File: config.mk
export PLATFORM = sky130hd
export DESIGN_NAME = alu16_flags_gate
export DESIGN_NICKNAME = d
export VERILOG_FILES = /design/src/rtl/alu16_flags.sv
export SDC_FILE = /design/constraint.sdc
export NUM_CORES = 1
export LEC_CHECK = 0
export CAP_MARGIN = 40
export CELL_PAD_IN_SITES_DETAIL_PLACEMENT = 1
export CELL_PAD_IN_SITES_GLOBAL_PLACEMENT = 1
export CORE_ASPECT_RATIO = 0.7
export CORE_MARGIN = 10
export CORE_UTILIZATION = 36
export CTS_BUF_LIST = sky130_fd_sc_hd__clkbuf_4
export DETAILED_ROUTE_END_ITERATION = 16
export PLACE_DENSITY_LB_ADDON = 0.1
export SLEW_MARGIN = 15
export SYNTH_ARGS = -nofsm -noshare
export SYNTH_HDL_FRONTEND = slang
export SYNTH_SLANG_ARGS = --single-unit
File: constraint.sdc
create_clock -name clk -period 0.8 [get_ports clk]
set_clock_uncertainty 0.15 [all_clocks]
set_input_delay 0.12 -clock clk [delete_from_list [all_inputs] [get_ports clk]]
set_output_delay 0.12 -clock clk [all_outputs]
set_load 0.1 [all_outputs]
File: src/rtl/alu16_flags.sv


// One result bit of the gate-level ALU. Every op result is formed in
// parallel and merged with an AND-OR mux on a one-hot select, so a
// don't-care operand feeding an unselected op is masked by a 0 select and
// cannot reach r.
module alu16_flags_slice (
  input  logic       a,
  input  logic       b,
  input  logic       cin,
  input  logic       sub,     // invert B for subtraction
  input  logic       shl_in,  // neighbour bit for SHL
  input  logic       sar_in,  // neighbour bit for SAR
  input  logic [7:0] sel,     // one-hot opcode
  output logic       r,
  output logic       cout
);
  logic bx, p, s;

  assign bx   = b ^ sub;
  assign p    = a ^ bx;
  assign s    = p ^ cin;
  assign cout = (a & bx) | (cin & p);

  assign r = ((sel[0] | sel[1]) & s)
           | (sel[2] & (a & b))
           | (sel[3] & (a | b))
           | (sel[4] & (a ^ b))
           | (sel[5] & ~a)
           | (sel[6] & shl_in)
           | (sel[7] & sar_in);
endmodule

module alu16_flags_gate #(
  parameter int WIDTH = 16
) (
  input  logic             clk,
  input  logic             rst_n,
  input  logic [2:0]       opc,
  input  logic [WIDTH-1:0] ina,
  input  logic [WIDTH-1:0] inb,
  input  logic             inc,
  output logic [WIDTH-1:0] w,
  output logic             zer,
  output logic             neg
);
  logic [7:0]       sel;
  logic             sub;
  logic [WIDTH:0]   carry;
  logic [WIDTH-1:0] shl_in, sar_in, w_d, w_q;
  logic             zer_q, neg_q;

  genvar gi;
  generate
    for (gi = 0; gi < 8; gi++) begin : g_dec
      assign sel[gi] = &(opc ~^ 3'(gi));
    end
  endgenerate

  // a - b - inc == a + ~b + ~inc, so SUB inverts both B and the carry-in.
  assign sub      = sel[1];
  assign carry[0] = inc ^ sub;
  assign shl_in   = {ina[WIDTH-2:0], inc};
  assign sar_in   = {ina[WIDTH-1], ina[WIDTH-1:1]};

  alu16_flags_slice u_sl [WIDTH-1:0] (
    .a      (ina),
    .b      (inb),
    .cin    (carry[WIDTH-1:0]),
    .sub    (sub),
    .shl_in (shl_in),
    .sar_in (sar_in),
    .sel    (sel),
    .r      (w_d),
    .cout   (carry[WIDTH:1])
  );

  always_ff @(posedge clk or negedge rst_n) begin
    if (!rst_n) begin
      w_q   <= '0;
      zer_q <= 1'b1;
      neg_q <= 1'b0;
    end else begin
      w_q   <= w_d;
      zer_q <= ~|w_d;
      neg_q <= w_d[WIDTH-1];
    end
  end

  assign w   = w_q;
  assign zer = zer_q;
  assign neg = neg_q;
endmodule

* Word-level counts from Yosys, hierarchy flattened *
Cells that the tools add are included.

operators by class
  bitwise gates (word level) = 373
  multiplexer cells = 0
  add/sub/neg operators = 0
  $lt $le $gt $ge = 0
  divide/modulo/power cells = 0
  shift-type cells = 0
  reductions and logical operators = 10
  multipliers = 0
  eq/ne operators = 0

operator list
  kind                 number
  bitwise AND 1 bit    157
  OR 1 bit             128
  bitwise XOR 1 bit    65
  AND reduction 3 bit  8
  NOT 1 bit            19
  OR reduction 16 bit  1
  NOT 2 bit            3
  NOT 3 bit            1
  zero test 1 bit      1

word-level totals
  memories = 0
  input bits = 38
  logic and storage cells = 386
  RAM bits = 0
  flip-flop bits (word level) = 18
  ROM bits = 0
  output and inout bits = 18
  bits in latches = 0

* Depth between registers and ports, before layout *
Gate-level depths: netlist (run 1).

  depth in word-level cells = 44
  depth in mapped cells = 29
  depth with buffers taken out = 25

* By module *
Synthesis (run 1) repeated with hierarchy kept, for this count alone.

unflattened totals
  cells, all modules = 226
  area total of the unflattened synthesis = 2243.4 sq um

modules (own cells, without submodules)
  module             cells each  seq. area each (sq um)  area an instance (sq um)  times used
  alu16_flags_slice  12          0.0                     106.4                     16
  alu16_flags_gate   34          426.7                   541.8                     1

* Least setup slack after synthesis (run 1) *
No wires, ideal clock.

  path kind = input port to flip-flop
  from = input opc[0]
  to = register zer_q (netlist: zer)
  setup slack = -8.014 ns
  cell stages on the path = 29
  required time = 0.560 ns
  data arrival time = 8.574 ns
  buffers on the path = 5
  setup time = 0.090 ns
  cell sequence = buf_4 -> buf_2 -> buf_2 -> and2_1 -> clkbuf_1 -> buf_2 -> xnor2_1 -> fa_1 -> fa_1 -> fa_1 -> inv_1 -> fa_1 -> inv_1 -> fa_1 -> fa_1 -> fa_1 -> fa_1 -> fa_1 -> fa_1 -> fa_1 -> fa_1 -> fa_1 -> fa_1 -> fa_1 -> xor2_1 -> xnor2_1 -> a221o_1 -> or3b_2 -> nor4_2

between the ends
  longest elaborated chain between the ends = 43
  elaborated cells between the ends (all ways) = 316
  those cells by class = bitwise: 306; reduce/logical: 10

ends and longest elaborated chain
  element                  line  RTL
  start, declared          39    input logic [2:0] opc,
  AND reduction 3 bit      56    assign sel[gi] = &(opc ~^ 3'(gi));
  bitwise XOR 1 bit        20    assign bx = b ^ sub;
  bitwise XOR 1 bit        21    assign p = a ^ bx;
  bitwise AND 1 bit        23    assign cout = (a & bx) | (cin & p);
  OR 1 bit                 23
  bitwise AND 1 bit        23
  OR 1 bit                 23
  bitwise AND 1 bit        23
  [28 not listed]          --
  OR 1 bit                 27    | (sel[3] & (a | b))
  OR 1 bit                 28    | (sel[4] & (a ^ b))
  OR 1 bit                 29    | (sel[5] & ~a)
  OR 1 bit                 30    | (sel[6] & shl_in)
  OR 1 bit (*)             31    | (sel[7] & sar_in);
  via u_sl[15].r           15    output logic r,
  OR reduction 16 bit (*)  85    zer_q <= ~|w_d;
  zero test 1 bit (*)      85
  end signal, assigned     85
  end, declared            51    logic zer_q, neg_q;

Mark *: on every way through the listed nets, which the timed path passes. The rest lies on a longest branch.

* Final worst setup path (run 1) *
  from = input opc[1]
  to = register zer_q (netlist: zer)

between the ends
  longest elaborated chain between the ends = 44
  elaborated cells between the ends (all ways) = 316
  those cells by class = bitwise: 306; reduce/logical: 10

ends and longest elaborated chain
  element                  line
  NOT 2 bit (no line)      --
  AND reduction 3 bit      56
  bitwise XOR 1 bit        20
  bitwise XOR 1 bit        21
  bitwise AND 1 bit        23
  OR 1 bit                 23
  bitwise AND 1 bit        23
  OR 1 bit                 23
  [29 not listed]          --
  OR 1 bit                 27
  OR 1 bit                 28
  OR 1 bit                 29
  OR 1 bit                 30
  OR 1 bit (*)             31
  via u_sl[15].r           15
  OR reduction 16 bit (*)  85
  zero test 1 bit (*)      85

Marks and branches as above.

==> results of run 1 <==
[where the power goes]
group / switching (µW) / internal [µW]
clock: 267 / 186
combinational: 2080 / 1650
sequential: 111 / 1060
total: 2460 / 2900
[sequential cells by signal, summed over array words and instances (netlist names)]
signal  flops
neg         1
w          15
zer         1
[critical path, delay by kind of cell]
family | cells | cell delay, ps
simple gates | 4 | 810
buf+inv | 3 | 230
xor+xnor | 3 | 380
fa+ha+maj | 15 | 5410
compound gates | 1 | 370
[repair_timing]
action                     CTS  global route
setup endpoints to repair   35            35
buffers inserted             5             3
resized for setup           34             7
pin swaps                   25            17
[worst max-delay path by stage]
stage | startpoint | to | cells past startpoint
CTS | opc[2] | zer$_DFF_PN1_ | 26
global route | opc[1] | zer$_DFF_PN1_ | 26
finish | opc[1] | zer$_DFF_PN1_ | 26
detailed placement | opc[1] | zer$_DFF_PN1_ | 26
floorplan | opc[0] | zer$_DFF_PN1_ | 29
global placement | opc[1] | zer$_DFF_PN1_ | 26
[cell families (layout without fill, tap and decap cells)]
kind of cell	count (synthesis)	count (layout)	share of synthesized area (%)
and+or+nand+nor	68	68	14.5
AOI/OAI and AO/OA	56	56	15.0
buffers and inverters	56	165	9.41
adders and majority gates	47	47	27.6
muxes	21	21	10.1
xor gates and xnor gates	19	19	6.55
DFF	17	17	16.8
[routing by layer]
| layer | vias up | GRT usage (%) |
|---|---|---|
| met4 | 0 | 3.21 |
| met5 | - | 0 |
| li1 | 1182 | - |
| met1 | 1197 | 20.2 |
| met3 | 5 | 1.81 |
| met2 | 41 | 25.0 |
[cell type report]
class                      instances  area [µm²]  area share [%]
sequential                        17         487            12.0
clock buffer                       3        22.5           0.554
clock inverter                     1        5.00           0.123
timing repair buffer             122        1260            30.9
tap                               94         118            2.89
multi-input combinational        211        2030            49.9
inverter                          39         146            3.60
[per-stage QoR]
| stage | cells | hold slack [ps] |
|---|---|---|
| detailed placement | 479 | 333 |
| finish | 487 | 11.2 |
| floorplan | 284 | -326 |
| global route | 487 | 8.05 |
| CTS | 484 | 4.96 |
| global placement | 479 | 320 |
[cells in the final DEF (no fill, tap or decap), types with 11 or more instances in the layout]
master                            synthesis  final
sky130_fd_sc_hd__ha_1                    32     32
sky130_fd_sc_hd__nand2b_1                13     13
sky130_fd_sc_hd__nor2_1                  18     14
sky130_fd_sc_hd__inv_1                   39     36
sky130_fd_sc_hd__clkdlybuf4s50_1          0     31
sky130_fd_sc_hd__mux2i_1                 14     14
sky130_fd_sc_hd__xnor2_1                 17     16
sky130_fd_sc_hd__fa_2                     0     15
sky130_fd_sc_hd__buf_4                    3     63
sky130_fd_sc_hd__buf_12                   0     20
sky130_fd_sc_hd__dfrtp_4                  0     16
sky130_fd_sc_hd__a21oi_1                 13     11
==> results.yml, run 1 <==
sta:
  tns_ps: -71060
  worstMarginPinSlew_ps: 773
  final-hold-violation-count: 0
  final_setup_slack_of_the_worst_path_ps: -6460
  fmax_mhz: 138
  setup_repair_after_global_routing_missed_its_margin: "yes"
  fin_crit_ps: 7260
  report.final.slew_viol_count: 0
  timing.final.crit_share_pct: 908
  max_slew_margin_pct: 48.4
  report.final.setup_viol: 35
placement:
  pre_cts_slack_ps: -7220
  buffer_ports.inserted: 55
  globalplace.congestion: 0.838
  total_half_perimeter_wirelength_after_legalization_and_detailed_placement_um: 6930
  dpl_cell_area_um2: 3910
yosys:
  synthCells: 284
  leading_cell_types_by_count_after_synthesis: "sky130_fd_sc_hd__inv_1 (39), sky130_fd_sc_hd__ha_1 (32), sky130_fd_sc_hd__nor2_1 (18), sky130_fd_sc_hd__xnor2_1 (17), sky130_fd_sc_hd__dfrtp_1 (16)"
  mappedNetlistNets: 369
  seq_area_frac_synth_pct: 16.8
  flops_latches_synth: 17
  synth-edff-count: 0
  synth_warnings: 0
  yosysTopAreaCellShare_pct: 15.8
  synth_ff_type: "sky130_fd_sc_hd__dfrtp_1"
  post_synth_instance_area_um2: 2540
  syn_avg_cell_area_um2: 8.94
  yosysMostFrequentCell: "sky130_fd_sc_hd__inv_1"
  yosysTopAreaCell: "sky130_fd_sc_hd__dfrtp_1"
  number_of_distinct_library_cells_after_synthesis: 55
  synth-async-reset-ratio_pct: 100
  synth.top_cells.by_area: "sky130_fd_sc_hd__dfrtp_1 (16%), sky130_fd_sc_hd__ha_1 (16%), sky130_fd_sc_hd__fa_1 (12%)"
worst_setup_path:
  critical_path.max_stage_delay_ps: 410
  slowest_stage: "sky130_fd_sc_hd__fa_2"
  worst_setup_path_start_kind: "primary input"
  crit_path_frequent_cell: "sky130_fd_sc_hd__fa_2"
  cp_data_required_time_ps: 860
  worst-endpoint-arrival_ps: 7320
  end_kind: "flop"
  setup.worst_path.class: "in -> reg"
  worstPathMaxFanout: 3
run:
  timing.max_cap.violations: 0
floorplan:
  fp.coreArea_um2: 6790
  placementRows: 25
  start_util_pct: 37.4
  floorplan_die_width_um: 120
  design.die.area_um2: 10900
  floorplan.io_pins: 56
  fp.dieH_um: 90.3
global_routing:
  antenna_violations_before_repair: 0
  first_global_vias: 2626
  globalRouteTotalUtil_pct: 15.0
  grt_start_max_net_pins: 67
  grt_pass1_wl_um: 13500
  total_congestion_overflow: 0
drt:
  antenna_left: 0
  wl_per_cell_um: 17.1
  routed-wl-met2_um: 3980
  detail_route.wirelength.met1_um: 4080
  total_length_of_routed_wires_um: 8350
  route.vias.total: 2425
  routed-wl-met3_um: 231
  drt-initial-drc-count: 99
  routed_via_density: 4.98
  post-route-drc-count: 0
  first_pass_drt_iterations: 4
  top_layer: "met4"
power:
  power.density_nw_per_um2: 1320
  power_total_uw: 5360
  leakage_uw: 0.00187
  vdd_drop_max_mv: 1.03
finish:
  nNetsFinal: 479
  area_growth_syn_to_layout_pct: 60.0
  drive_gt1_share_pct: 40.5
  diodes: 0
  utilization_pct: 59.9
  postLayoutCellArea_um2: 4060
  fill_cells: 762
clock_network:
  h_tree_depth: 1
  number_of_buffers_created_by_cts: 3
  tritoncts: "built"
  clk_pin_slew_worst_paths_ps: 90
  tritoncts_num_sinks: 17
  ctsLongestPathBuffers: 2
  post_cts_hold_buffer_count: 0
  cts.root.buffer_cell: "sky130_fd_sc_hd__clkbuf_4"
status:
  violations_in_the_final_reports: "negative setup slack"
  status: "finished with violations"
hold_path:
  min-delay-path-class: "in -> async"
(Power assumes the default switching activity.)
==> run 2, diff against run 1 <==
CORE_UTILIZATION = 40   (was 36)
SLEW_MARGIN = 0   (was 15)
clock period = 7.8 ns   (was 0.8 ns; I/O delays follow)
==> results.yml, run 2 (synthesis gave the netlist of run 1 again) <==
status:
  status: "finished with violations"
  violations_in_the_final_reports: "negative setup slack"
placement:
  dpl_cell_area_um2: 3530
  pre_cts_slack_ps: -1440
  total_half_perimeter_wirelength_after_legalization_and_detailed_placement_um: 6410
  globalplace.congestion: 0.822
  buffer_ports.inserted: 55
  dpl.cell_count: 435
floorplan:
  start_util_pct: 41.1
  design.die.area_um2: 9990
  fp.dieH_um: 86.7
  placementRows: 24
  fp.coreArea_um2: 6190
  floorplan.io_pins: 56
  floorplan_die_width_um: 115
finish:
  layout_common_cells: "sky130_fd_sc_hd__clkdlybuf4s50_1 (49), sky130_fd_sc_hd__inv_1 (36), sky130_fd_sc_hd__ha_1 (32)"
  nNetsFinal: 447
  largest_reg_flops: 15
  drive_gt1_share_pct: 21.3
  utilization_pct: 58.3
  postLayoutCellArea_um2: 3600
  diodes: 0
  final_cell_count_no_fill: 439
  fill_cells: 703
  area_growth_syn_to_layout_pct: 41.9
  commonest_non_fill_non_tap_cell_in_the_layout: "sky130_fd_sc_hd__clkdlybuf4s50_1"
clock_network:
  post_cts_hold_buffer_count: 0
  ctsLongestPathBuffers: 2
  tritoncts: "built"
  clk_pin_slew_worst_paths_ps: 90
  h_tree_depth: 1
  cts.root.buffer_cell: "sky130_fd_sc_hd__clkbuf_4"
  number_of_buffers_created_by_cts: 3
  tritoncts_num_sinks: 17
worst_setup_path:
  worst-endpoint-arrival_ps: 8260
  worst_setup_path_start_kind: "primary input"
  critical_path_buf_inv_count: 3
  slowest_stage: "sky130_fd_sc_hd__or3b_4"
  crit_path_frequent_cell: "sky130_fd_sc_hd__fa_2"
  end_kind: "flop"
  path_cells: "dlygate4sd2_1 -> xor2_2 -> fa_2 -> fa_2 -> fa_2 -> inv_2 -> fa_2 -> inv_2 -> fa_2 -> fa_2 -> fa_2 -> fa_2 -> fa_2 -> fa_2 -> fa_2 -> fa_2 -> fa_2 -> fa_2 -> fa_2 -> xor2_2 -> xnor2_1 -> a221o_1 -> or3b_4 -> nor4_4"
  cp_data_required_time_ps: 7850
  setup.worst_path.class: "in -> reg"
  critical_path.max_stage_delay_ps: 400
  cp_top_family: "adder cells"
  worstPathMaxFanout: 2
run:
  timing.max_cap.violations: 0
drt:
  post-route-drc-count: 0
  antenna_left: 0
  drt-initial-drc-count: 104
  routed_via_density: 5.15
  route.vias.total: 2262
  wl_per_cell_um: 17.5
  total_length_of_routed_wires_um: 7690
  first_pass_drt_iterations: 4
power:
  power.density_nw_per_um2: 141
  switching_share_pct: 47.2
  leakage_uw: 0.00166
  power_report.internal_total_uw: 268
  vdd_drop_max_mv: 0.0750
  power.clock.fraction_pct: 9.5
  power.switching_uw: 239
  seqPwrFrac_pct: 20.6
  gate_power_share_pct: 69.9
global_routing:
  antenna_violations_before_repair: 0
  globalRouteTotalUtil_pct: 15.3
  grt_start_max_net_pins: 67
  total_congestion_overflow: 0
  first_global_vias: 2379
  grt_pass1_wl_um: 12500
sta:
  report.final.setup_viol: 1
  final_setup_slack_of_the_worst_path_ps: -411
  fin_crit_ps: 8210
  fmax_mhz: 122
  timing.final.crit_share_pct: 105
  max_slew_margin_pct: 51.7
  worstMarginPinSlew_ps: 722
  final-hold-violation-count: 0
  report.final.slew_viol_count: 0
  holdWs_ps: 1160
  setup_repair_after_global_routing_missed_its_margin: "yes"
hold_path:
  min-delay-path-class: "in -> async"
## run 2: cell types whose count changed in the layout (fill, tap and decap cells not counted), sizes merged
cell	previous run	this run
dlygate4sd2	3	2
dlymetal6s2s	0	1
clkbuf	3	4
clkdlybuf4s50	31	49
clkinv	1	0
buf	88	38
## run 2: power groups by stage
stage                     logic, µW  registers [µW]  clock network (µW)
after floorplan                 116             200                   0
after global placement          298             105                   0
after detailed placement        352             106                   0
after CTS                       357             105                50.4
after global routing            379             106                54.8
final                           354             104                48.3
## run 2: stage by stage
| stage | TNS [ps] | power, µW |
|---|---|---|
| 6_report | -411 | 506 |
| 5_1_grt | -659 | 540 |
| 4_1_cts | -865 | 512 |
| 3_5_place_dp | -3340 | 459 |
| 3_3_place_gp | -2880 | 404 |
| 2_1_floorplan | -1720 | 316 |
## run 2: final cells by class
type                            count  area [µm²]  share of cell area [%]
Timing Repair Buffer               90         950                    26.4
Inverter                           39         146                    4.06
Sequential cell                    17         427                    11.8
Multi-Input combinational cell    211        1950                    54.2
Tap cell                           78        97.6                    2.71
Clock buffer                        4        30.0                   0.833
## run 2: what timing repair did
action                     CTS  global route
setup endpoints to repair    4             3
gates resized for setup     24             3
gates cloned                 0             0
buffers inserted             1             0
pin swaps                   21            14
## run 2: layer usage
| layer | GRT usage, % | wire length (µm) |
|---|---|---|
| met1 | 21.0 | 3830 |
| met3 | 1.17 | 228 |
| met5 | 0 | 0 |
| met2 | 25.9 | 3580 |
| met4 | 2.13 | 42 |
## run 2: how the worst max path moves through the flow
stage                 from  cells after the start  slack (ps)            end
floorplan           opc[0]                     29       -1030  zer$_DFF_PN1_
global placement    opc[1]                     26       -1250  zer$_DFF_PN1_
detailed placement  opc[1]                     26       -1440  zer$_DFF_PN1_
CTS                 opc[2]                     26        -640  zer$_DFF_PN1_
global route        opc[2]                     26        -570  zer$_DFF_PN1_
finish                 inc                     24        -410  zer$_DFF_PN1_
==> run 3, diff against run 2 <==
CORE_MARGIN = default   (was 10)
GPL_TIMING_DRIVEN = 0   (was default)
==> results.yml, run 3 (synthesis gave the netlist of run 1 again) <==
run:
  timing.max_cap.violations: 0
clock_network:
  tritoncts_num_sinks: 17
  h_tree_depth: 1
  tritoncts: "built"
  number_of_buffers_created_by_cts: 3
  cts.root.buffer_cell: "sky130_fd_sc_hd__clkbuf_4"
  ctsLongestPathBuffers: 2
  clk_pin_slew_worst_paths_ps: 100
placement:
  dpl_cell_area_um2: 3530
  total_half_perimeter_wirelength_after_legalization_and_detailed_placement_um: 6720
  globalplace.congestion: 0.897
  buffer_ports.inserted: 55
power:
  leakage_uw: 0.00174
  power.density_nw_per_um2: 141
  vdd_drop_max_mv: 0.0897
worst_setup_path:
  worstPathMaxFanout: 5
  setup.worst_path.class: "in -> reg"
  cp_data_required_time_ps: 7850
  end_kind: "flop"
  worst_setup_path_start_kind: "primary input"
  worst-endpoint-arrival_ps: 8400
drt:
  total_length_of_routed_wires_um: 8990
  route.vias.total: 2465
  wl_per_cell_um: 20.2
  post-route-drc-count: 0
  drt-initial-drc-count: 115
  first_pass_drt_iterations: 4
  antenna_left: 0
  routed_via_density: 5.53
finish:
  nNetsFinal: 457
  sequential_cell_area_um2: 427
  fill_cells: 667
  postLayoutCellArea_um2: 3730
  diodes: 0
  largest_reg_flops: 15
  layout_common_cells: "sky130_fd_sc_hd__clkdlybuf4s50_1 (49), sky130_fd_sc_hd__inv_1 (36), sky130_fd_sc_hd__ha_1 (32)"
  multiInputGateArea_um2: 1960
  commonest_non_fill_non_tap_cell_in_the_layout: "sky130_fd_sc_hd__clkdlybuf4s50_1"
  drive_gt1_share_pct: 22.6
  area_growth_syn_to_layout_pct: 47.0
  utilization_pct: 63.0
floorplan:
  design.die.area_um2: 6680
  placementRows: 23
  fp.coreArea_um2: 5930
  floorplan.io_pins: 56
  start_util_pct: 42.8
  fp.dieH_um: 68.7
  floorplan_die_width_um: 97.2
global_routing:
  total_congestion_overflow: 0
  grt_pass1_wl_um: 14000
  antenna_violations_before_repair: 0
  grt_start_max_net_pins: 18
  globalRouteTotalUtil_pct: 27.8
  first_global_vias: 2642
status:
  violations_in_the_final_reports: "negative setup slack"
  status: "finished with violations"
sta:
  final-hold-violation-count: 0
  fmax_mhz: 120
  timing.final.crit_share_pct: 107
  report.final.slew_viol_count: 0
  tns_ps: -658
  max_slew_margin_pct: 51.6
  holdWs_ps: 1160
  fin_crit_ps: 8350
  report.final.setup_viol: 2
  final_setup_slack_of_the_worst_path_ps: -548
  worstMarginPinSlew_ps: 723
  setup_repair_after_global_routing_missed_its_margin: "yes"
hold_path:
  min-delay-path-class: "in -> async"
[run 3: metrics by stage]
step | total power, µW | std cells | worst slack, ps
2_1_floorplan | 316 | 284 | -1030
3_3_place_gp | 403 | 414 | -2190
3_5_place_dp | 460 | 432 | -2220
4_1_cts | 520 | 445 | -633
5_1_grt | 553 | 446 | -698
6_report | 527 | 446 | -548
[run 3: area by class of cell]
class                      count  area share, %
clock buffer                   4          0.804
tap                           75           2.51
sequential                    17           11.4
buffer                        11           1.98
multi-input combinational    211           52.6
timing repair buffer          89           26.7
inverter                      39           3.92
[run 3: repair_timing]
| action | 4_1_cts | 5_1_grt |
|---|---|---|
| pin swaps | 12 | 3 |
| gates resized for setup | 39 | 7 |
| endpoints found under the hold margin | 0 | 0 |
| buffers inserted | 10 | 7 |
| hold buffers | 0 | 0 |
| endpoints found under the setup margin | 6 | 3 |
| cloned | 1 | 0 |
[run 3: final timing paths]
check	start	endpoint	slack, ps	cells past startpoint
max	opc[2]	zer$_DFF_PN1_	-550	27
min	rst_n	w[14]$_DFF_PN0_	1160	1
max in group asynchronous	rst_n	w[8]$_DFF_PN0_	5880	1
min in group clk	opc[0]	w[13]$_DFF_PN0_	1310	3
[run 3: power breakdown]
part | internal, µW | switching, µW | leakage, µW
Clock | 23.3 | 27.1 | 0.0000184
Combinational | 153 | 220 | 0.00153
Sequential | 100 | 3.78 | 0.000199
[run 3: metal layers]
metal / vias up / track usage [%] / routed length, µm
met5: - / 0 / 0
met4: 0 / 9.38 / 238
met3: 23 / 2.02 / 385
met2: 92 / 51.9 / 4420
met1: 1216 / 35.1 / 3950
li1: 1134 / - / -
[run 3: critical path, stage by stage]
cell and delay (ps):
sky130_fd_sc_hd__buf_12 110, sky130_fd_sc_hd__nor2_4 100, sky130_fd_sc_hd__and2_4 190, sky130_fd_sc_hd__buf_12 120, sky130_fd_sc_hd__xnor2_4 60, sky130_fd_sc_hd__fa_2 340
sky130_fd_sc_hd__fa_2 360, sky130_fd_sc_hd__fa_2 360, sky130_fd_sc_hd__inv_2 60, sky130_fd_sc_hd__fa_2 190, sky130_fd_sc_hd__inv_2 40, sky130_fd_sc_hd__fa_2 360
sky130_fd_sc_hd__fa_2 390, sky130_fd_sc_hd__fa_2 350, sky130_fd_sc_hd__fa_2 380, sky130_fd_sc_hd__fa_2 380, sky130_fd_sc_hd__fa_2 360, sky130_fd_sc_hd__fa_2 360
sky130_fd_sc_hd__fa_2 390, sky130_fd_sc_hd__fa_2 390, sky130_fd_sc_hd__fa_2 370, sky130_fd_sc_hd__fa_2 350, sky130_fd_sc_hd__xor2_1 150, sky130_fd_sc_hd__xnor2_1 130
sky130_fd_sc_hd__a221o_1 340, sky130_fd_sc_hd__or3b_4 420, sky130_fd_sc_hd__nor4_4 170
